`src/rtl/sprite_collision_engine.sv`:
```
// Sprite collision engine: time-multiplexed AABB test of the dino box against N_OBJ
// obstacle boxes, one channel per cycle, with a sticky hit flag and first-hit index.
module sprite_collision_engine #(
  parameter int unsigned N_OBJ  = 4,
  parameter int unsigned X_W    = 10,
  parameter int unsigned Y_W    = 9,
  parameter int unsigned MARGIN = 2,
  localparam int unsigned IDX_W = (N_OBJ > 1) ? $clog2(N_OBJ) : 1
) (
  input  logic                   clk,
  input  logic                   rst,
  input  logic                   tick,
  input  logic                   enable,
  input  logic                   restart,
  input  logic [X_W-1:0]         dino_x,
  input  logic [Y_W-1:0]         dino_y,
  input  logic [X_W-1:0]         dino_w,
  input  logic [Y_W-1:0]         dino_h,
  input  logic [N_OBJ*X_W-1:0]   obj_x,
  input  logic [N_OBJ*Y_W-1:0]   obj_y,
  input  logic [N_OBJ*X_W-1:0]   obj_w,
  input  logic [N_OBJ*Y_W-1:0]   obj_h,
  input  logic [N_OBJ-1:0]       obj_valid,
  output logic                   busy,
  output logic                   scan_done,
  output logic                   hit,
  output logic [IDX_W-1:0]       hit_idx
);

  localparam int unsigned XE_W = X_W + 1;
  localparam int unsigned YE_W = Y_W + 1;

  typedef enum logic [1:0] {S_IDLE, S_SCAN, S_DONE} state_t;

  state_t               state_q, state_d;
  logic [IDX_W-1:0]     idx_q, idx_d;
  logic                 busy_q, busy_d;
  logic                 done_q, done_d;
  logic                 hit_q, hit_d;
  logic [IDX_W-1:0]     hit_idx_q, hit_idx_d;

  logic [X_W-1:0]       dx_q, dx_d, dw_q, dw_d;
  logic [Y_W-1:0]       dy_q, dy_d, dh_q, dh_d;
  logic [N_OBJ*X_W-1:0] ox_q, ox_d, ow_q, ow_d;
  logic [N_OBJ*Y_W-1:0] oy_q, oy_d, oh_q, oh_d;
  logic [N_OBJ-1:0]     ov_q, ov_d;

  logic                 snap_load;
  logic [X_W-1:0]       cur_ox, cur_ow;
  logic [Y_W-1:0]       cur_oy, cur_oh;
  logic                 cur_ov;
  logic                 pass;

  assign busy      = busy_q;
  assign scan_done = done_q;
  assign hit       = hit_q;
  assign hit_idx   = hit_idx_q;

  // Select the snapshotted obstacle currently under test.
  always_comb begin
    cur_ox = '0;
    cur_ow = '0;
    cur_oy = '0;
    cur_oh = '0;
    cur_ov = 1'b0;
    for (int i = 0; i < int'(N_OBJ); i++) begin
      if (idx_q == IDX_W'(i)) begin
        cur_ox = ox_q[i*X_W +: X_W];
        cur_ow = ow_q[i*X_W +: X_W];
        cur_oy = oy_q[i*Y_W +: Y_W];
        cur_oh = oh_q[i*Y_W +: Y_W];
        cur_ov = ov_q[i];
      end
    end
  end

  // Overlap test in one extra bit so edge sums cannot wrap; thin boxes never hit.
  always_comb begin
    logic [XE_W-1:0] mx;
    logic [YE_W-1:0] my;
    logic            size_ok, x_ok, y_ok;
    mx      = XE_W'(MARGIN);
    my      = YE_W'(MARGIN);
    size_ok = (XE_W'(dw_q) > mx) && (XE_W'(cur_ow) > mx) &&
              (YE_W'(dh_q) > my) && (YE_W'(cur_oh) > my);
    x_ok    = (XE_W'(dx_q) + mx < XE_W'(cur_ox) + XE_W'(cur_ow)) &&
              (XE_W'(cur_ox) + mx < XE_W'(dx_q) + XE_W'(dw_q));
    y_ok    = (YE_W'(dy_q) + my < YE_W'(cur_oy) + YE_W'(cur_oh)) &&
              (YE_W'(cur_oy) + my < YE_W'(dy_q) + YE_W'(dh_q));
    pass    = cur_ov && size_ok && x_ok && y_ok;
  end

  // Next-state, hit latching and snapshot capture; restart overrides everything.
  always_comb begin
    state_d   = state_q;
    idx_d     = idx_q;
    hit_d     = hit_q;
    hit_idx_d = hit_idx_q;
    snap_load = 1'b0;
    case (state_q)
      S_IDLE: begin
        if (tick && enable && !restart) begin
          state_d   = S_SCAN;
          idx_d     = '0;
          snap_load = 1'b1;
        end
      end
      S_SCAN: begin
        if (!enable) begin
          state_d = S_IDLE;
        end else begin
          if (pass && !hit_q) begin
            hit_d     = 1'b1;
            hit_idx_d = idx_q;
          end
          if (idx_q == IDX_W'(N_OBJ - 1)) begin
            state_d = S_DONE;
          end else begin
            idx_d = idx_q + IDX_W'(1);
          end
        end
      end
      S_DONE: begin
        state_d = S_IDLE;
      end
      default: begin
        state_d = S_IDLE;
      end
    endcase
    if (restart) begin
      state_d   = S_IDLE;
      hit_d     = 1'b0;
      hit_idx_d = '0;
    end
    busy_d = (state_d == S_SCAN);
    done_d = (state_d == S_DONE);
    dx_d   = snap_load ? dino_x    : dx_q;
    dy_d   = snap_load ? dino_y    : dy_q;
    dw_d   = snap_load ? dino_w    : dw_q;
    dh_d   = snap_load ? dino_h    : dh_q;
    ox_d   = snap_load ? obj_x     : ox_q;
    oy_d   = snap_load ? obj_y     : oy_q;
    ow_d   = snap_load ? obj_w     : ow_q;
    oh_d   = snap_load ? obj_h     : oh_q;
    ov_d   = snap_load ? obj_valid : ov_q;
  end

  // State, output and snapshot registers with synchronous reset.
  always_ff @(posedge clk) begin
    if (rst) begin
      state_q   <= S_IDLE;
      idx_q     <= '0;
      busy_q    <= 1'b0;
      done_q    <= 1'b0;
      hit_q     <= 1'b0;
      hit_idx_q <= '0;
      dx_q      <= '0;
      dy_q      <= '0;
      dw_q      <= '0;
      dh_q      <= '0;
      ox_q      <= '0;
      oy_q      <= '0;
      ow_q      <= '0;
      oh_q      <= '0;
      ov_q      <= '0;
    end else begin
      state_q   <= state_d;
      idx_q     <= idx_d;
      busy_q    <= busy_d;
      done_q    <= done_d;
      hit_q     <= hit_d;
      hit_idx_q <= hit_idx_d;
      dx_q      <= dx_d;
      dy_q      <= dy_d;
      dw_q      <= dw_d;
      dh_q      <= dh_d;
      ox_q      <= ox_d;
      oy_q      <= oy_d;
      ow_q      <= ow_d;
      oh_q      <= oh_d;
      ov_q      <= ov_d;
    end
  end

endmodule

```
`config.mk`:
```
export PLATFORM = sky130hd
export DESIGN_NAME = sprite_collision_engine
export DESIGN_NICKNAME = d
export VERILOG_FILES = /design/src/rtl/sprite_collision_engine.sv
export SDC_FILE = /design/constraint.sdc
export NUM_CORES = 1
export LEC_CHECK = 0
export ABC_CLOCK_PERIOD_IN_PS = 5700
export BUFFER_PORTS_ARGS = -buffer_cell sky130_fd_sc_hd__buf_2
export CAP_MARGIN = 20
export CORE_UTILIZATION = 57
export DETAILED_ROUTE_END_ITERATION = 6
export PLACE_DENSITY = 0.81
export RECOVER_POWER = 100
export SLEW_MARGIN = 0
export SYNTH_ARGS = -nofsm -noshare
export SYNTH_HDL_FRONTEND = slang
export SYNTH_SLANG_ARGS = --single-unit
```
`constraint.sdc`:
```
create_clock -name clk -period 5.7 [get_ports clk]
set_input_delay 0.285 -clock clk [delete_from_list [all_inputs] [get_ports clk]]
set_output_delay 0.285 -clock clk [all_outputs]
set_load 0.02 [all_outputs]
```
# Yosys cells after proc, flatten, opt, wreduce, memory -nomap -nowiden
# Cells that the tools add are included.
# W data, S select, Z words.
[classes]
addsub = 9
n_lt_le_gt_ge = 8
eq_ne = 9
mux = 31
reduce_logical = 19
[op_table]
columns = ["op", "count"]
rows = [
  ["$mux W10", 8],
  ["$mux W9", 8],
  ["$add A10 B10 Y11", 2],
  ["$add A10 B2 Y11 const B", 2],
  ["$lt A11 B11 Y1", 2],
  ["$add A9 B2 Y10 const B", 2],
  ["$add A9 B9 Y10", 2],
  ["$gt A10 B2 Y1 const B", 2],
  ["$lt A10 B10 Y1", 2],
  ["$gt A9 B2 Y1 const B", 2],
  ["$mux W2", 7],
  ["$logic_and A1 B1 Y1", 11],
  ["$pmux W2 S2", 2],
  ["$eq A2 B1 Y1 const B", 3],
  ["$eq A2 B2 Y1 const B", 3],
  ["$mux W1", 6],
  ["$ne A2 B2 Y1 const B", 3],
  ["$logic_not A2 Y1", 2],
  ["$reduce_and A4 Y1", 1],
  ["$reduce_and A3 Y1", 1],
  ["$add A2 B1 Y2 const B", 1],
  ["$logic_not A1 Y1", 2],
  ["$reduce_bool A2 Y1", 1],
  ["$reduce_or A2 Y1", 1],
]
[totals]
ff_bits = 203
in_bits = 199
output_inout_bits = 5
word_cells = 91

# Logic depth before layout (Yosys ltp)
[depth]
depth_word = 14
depth_mapped = 28
ltp_nobuf = 25

# Worst setup path after synthesis
# Ideal clock, no wire load.
[synth_path]
kind = "register to register"
start = "register idx_q[0]"
end = "register hit_idx_q[0] (netlist: hit_idx[0])"
setup_ns = 0.072
arrival_ns = 4.839
t_required_ns = 5.628
setup_slack_ns = 0.789
path_stages_with_launch = 26
path_buffers = 6
synth_period_minus_slack_ns = 4.911
cell_sequence = "dfxtp_1 -> ha_1 -> buf_2 -> buf_2 -> buf_2 -> buf_2 -> buf_2 -> buf_2 -> nand2_1 -> o21ai_0 -> ha_1 -> a21o_1 -> a21oi_1 -> o21bai_1 -> a21oi_1 -> o21ai_0 -> a21o_1 -> a21oi_1 -> ha_1 -> a22o_1 -> a221oi_1 -> and3_1 -> nand4_1 -> and4b_1 -> nor4b_4 -> mux2i_1"
[synth_between]
elab_chain_cells = 14
word_cells_on_any_way = 44
classes_between = "add/sub: 4; order compare: 6; eq/ne: 3; mux: 20; reduce/logical: 11"
[synth_lines]
columns = ["item", "line_no", "source"]
rows = [
  ["from (decl)", "36", "logic [IDX_W-1:0] idx_q, idx_d;"],
  ["from (signal assigned)", "168", "idx_q <= idx_d;"],
  ["parallel branches: the longest is 14 deep, another holds $add A10 B10 Y11", "n/a", ""],
  ["to (signal assigned)", "172", "hit_idx_q <= hit_idx_d;"],
  ["to (decl)", "40", "logic [IDX_W-1:0] hit_idx_q, hit_idx_d;"],
]
# Parallel ways; which one is timed is not known.
# A chain may end at the register's enable or synchronous reset.

# Worst setup path in the final report
[layout_path]
start = "register idx_q[0]"
end = "register hit_idx_q[1] (netlist: hit_idx[1])"
[layout_between]
elab_chain_cells = 14
word_cells_on_any_way = 44
classes_between = "add/sub: 4; order compare: 6; eq/ne: 3; mux: 20; reduce/logical: 11"
[layout_lines]
columns = ["item", "line_no", "source"]
rows = [
  ["parallel branches: the longest is 11 deep, another holds $add A10 B10 Y11", "n/a", ""],
  ["$logic_and A1 B1 Y1 (*)", "90", "pass = cur_ov && size_ok && x_ok && y_ok;"],
  ["$logic_and A1 B1 Y1 (*)", "112", "if (pass && !hit_q) begin"],
  ["$reduce_and A3 Y1 (no source line) (*)", "n/a", ""],
]
# Every way passes the cells marked *.

==> flow_summary.json <==
{
  "status": "complete, but fails checks",
  "violations": "capacitance limit, slew limit",
  "fin_area_mm2": 0.0137,
  "drtIter0Drc": 846,
  "synth_warnings": 0,
  "worstPathRequired_ns": 6.15,
  "core-area_mm2": 0.0195,
  "yosysUniqueCellTypes": 65,
  "hpwl_um": 23300,
  "numCtsBuffers": 23,
  "fin_nets": 2019,
  "multiInputGateArea_mm2": 0.00668,
  "n_antenna_cell": 0,
  "nFillCells": 1651,
  "synth_cells": 1531,
  "async_flop_share": 0,
  "ys_seq_area_frac": 0.358,
  "fmax_mhz": 190,
  "area_growth_pct": 20.6,
  "cellLeakagePower_nw": 5.59,
  "rows": 51,
  "die_h_um": 143,
  "grt_max_degree": 110,
  "criticalPathCategory": "reg -> reg",
  "power_w": 0.00342,
  "hold_class": "in -> reg",
  "final_cell_mix": "nand2_1, a21oi_1, dfxtp_1, buf_2, ha_1",
  "cts_root_buf": "clkbuf_16",
  "netlist_area_mm2": 0.0114,
  "clk_path_buf_depth": 3,
  "worstPathArrival_ns": 5.73,
  "setup-tns-final_ns": 0,
  "pre_cts_ws_ns": 0.539,
  "grt_setup_unrepaired": "no",
  "place_congestion": 0.900,
  "worst_slew_pin_slew_ns": 3.50,
  "die_w_um": 143,
  "avgSynthCellArea_um2": 7.42,
  "cts_tree": "built",
  "syn_nets": 1818,
  "hold_viol": 0,
  "ys.flop_type": "dfxtp_1",
  "ir_worst_vdd_uv": 223,
  "seq_area_mm2": 0.00406,
  "final.min_clock_period_ns": 5.27,
  "grt_pass1_vias": 10252,
  "cts.clk_slew.worst_paths_ns": 0.06,
  "startpoint_type": "flop",
  "worstSkewPairLatency_ns": 0.52,
  "finClkSkew_ns": 0.0111,
  "layout_commonest_cell": "nand2_1",
  "power_density_mw_per_mm2": 250,
  "track_usage": 0.310,
  "maxSlewViolCount": 103,
  "period_share": 0.925,
  "wl_um": 32300,
  "first_pass_iters": 7,
  "synth-edff-count": 0,
  "htreeDepth": 1,
  "die_area_mm2": 0.0205,
  "maxCapViolations": 1,
  "via_count": 11247,
  "drive_gt1_frac": 0.152,
  "overflow": 0,
  "cts_setup_buffers": 0,
  "cp_max_fo": 22,
  "setup_ws_ns": 0.426,
  "antenna_found_initial": 0,
  "io_pins": 204,
  "drc": 0,
  "finalSetupViolCount": 0,
  "wire_per_inst_um": 16.0,
  "dpl_cell_area_mm2": 0.0124,
  "grt_pass1_wl_um": 50300,
  "start_util": 0.582,
  "max-slew-margin-rel": -1.33,
  "vias_per_cell": 5.59,
  "yosys_register_bits": 203,
  "numClockSinks": 203,
  "portBuffers": 203,
  "worstSetupEndpointType": "flop",
  "fin_hold_ws_ns": 0.00293,
  "ant_nets": 0
}
synthesized netlist by cell type, types with 10 or more instances:
master	count	area share
nor2_1	43	0.014
a21o_1	15	0.0099
inv_1	43	0.014
o21ai_0	32	0.014
and2_1	11	0.0061
nand2_1	483	0.16
clkbuf_1	64	0.021
a21oi_1	280	0.12
nor2b_1	13	0.0072
ha_1	84	0.093
nand3_1	21	0.0093
xor2_1	13	0.010
buf_2	17	0.0075
a311oi_1	10	0.0077
xnor2_1	40	0.031
o211ai_1	11	0.0073
dfxtp_1	203	0.36
nand3b_1	21	0.014
per-stage QoR:
step,instances,util
final,2013,0.701
after global routing,2013,0.701
after CTS,2013,0.702
after detailed placement,1919,0.635
after global placement,1919,0.635
after floorplan,1531,-
final cells by class:
cell class              count  area share
multi-input cells        1188       0.488
flip-flops and latches    203       0.297
repair buffers            272       0.123
clock buffers              31      0.0457
well taps                 265      0.0242
inverters                  44      0.0121
clock inverters            10      0.0111
kinds of logic (layout without fill, tap and decap cells):
logic type      after synthesis  after routing  share of synthesized area
flops                       203            203                      0.358
simple gates                646            646                      0.245
compound gates              397            397                      0.197
xor+xnor                     53             53                     0.0409
fa+ha+maj                    88             88                     0.0996
mux                           4              4                    0.00353
buf+inv                     140            357                     0.0561
path summary, 6_finish.rpt:
kind / startpoint / cells past startpoint / end / slack (ns)
max: idx_q[0] / 22 / hit_idx[1] / 0.43
min: obj_w[31] / 3 / ow_q[31] / 0.003
max reg2reg: idx_q[0] / 22 / hit_idx[1] / 0.43
min reg2reg: oy_q[8] / 2 / oy_q[8] / 0.46
layer usage:
layer,vias up,GRT usage,share of wire
met3,61,0.0399,0.072
met4,0,0.0956,0.029
met1,5137,0.437,0.46
li1,5582,-,-
met5,-,0,0
met2,467,0.491,0.44
what timing repair did:
item,CTS,global route
setup endpoints to repair,0,2
resized for setup,0,1
hold endpoints to repair,54,0
hold buffers,53,0
sequential cells by signal, indices dropped and copies added, names as in the netlist, 4 cells and up:
| name | cells |
|---|---|
| dh_q | 9 |
| dx_q | 10 |
| oy_q | 36 |
| ov_q | 4 |
| dy_q | 9 |
| oh_q | 36 |
| dw_q | 10 |
| ox_q | 40 |
| ow_q | 40 |
critical path, stage by stage, from the launching register on:
cell	delay, ns
dfxtp_1	0.36
inv_1	0.12
ha_2	0.37
buf_4	0.32
a21oi_1	0.10
o21ai_0	0.27
inv_1	0.09
ha_1	0.23
fa_1	0.42
a21o_1	0.20
a21oi_1	0.21
o21bai_1	0.09
a21oi_1	0.24
o21ai_0	0.19
a21o_1	0.21
a21oi_1	0.16
ha_1	0.29
a221oi_1	0.32
and3_1	0.21
nand4_1	0.07
and4b_1	0.25
nor4b_4	0.27
mux2i_1	0.21
power breakdown:
group / internal [W] / switching, W
registers: 0.00147 / 0.0000387
logic: 0.000184 / 0.000214
clock network: 0.000913 / 0.000607
Note: power is estimated with default switching activity, not from simulation.
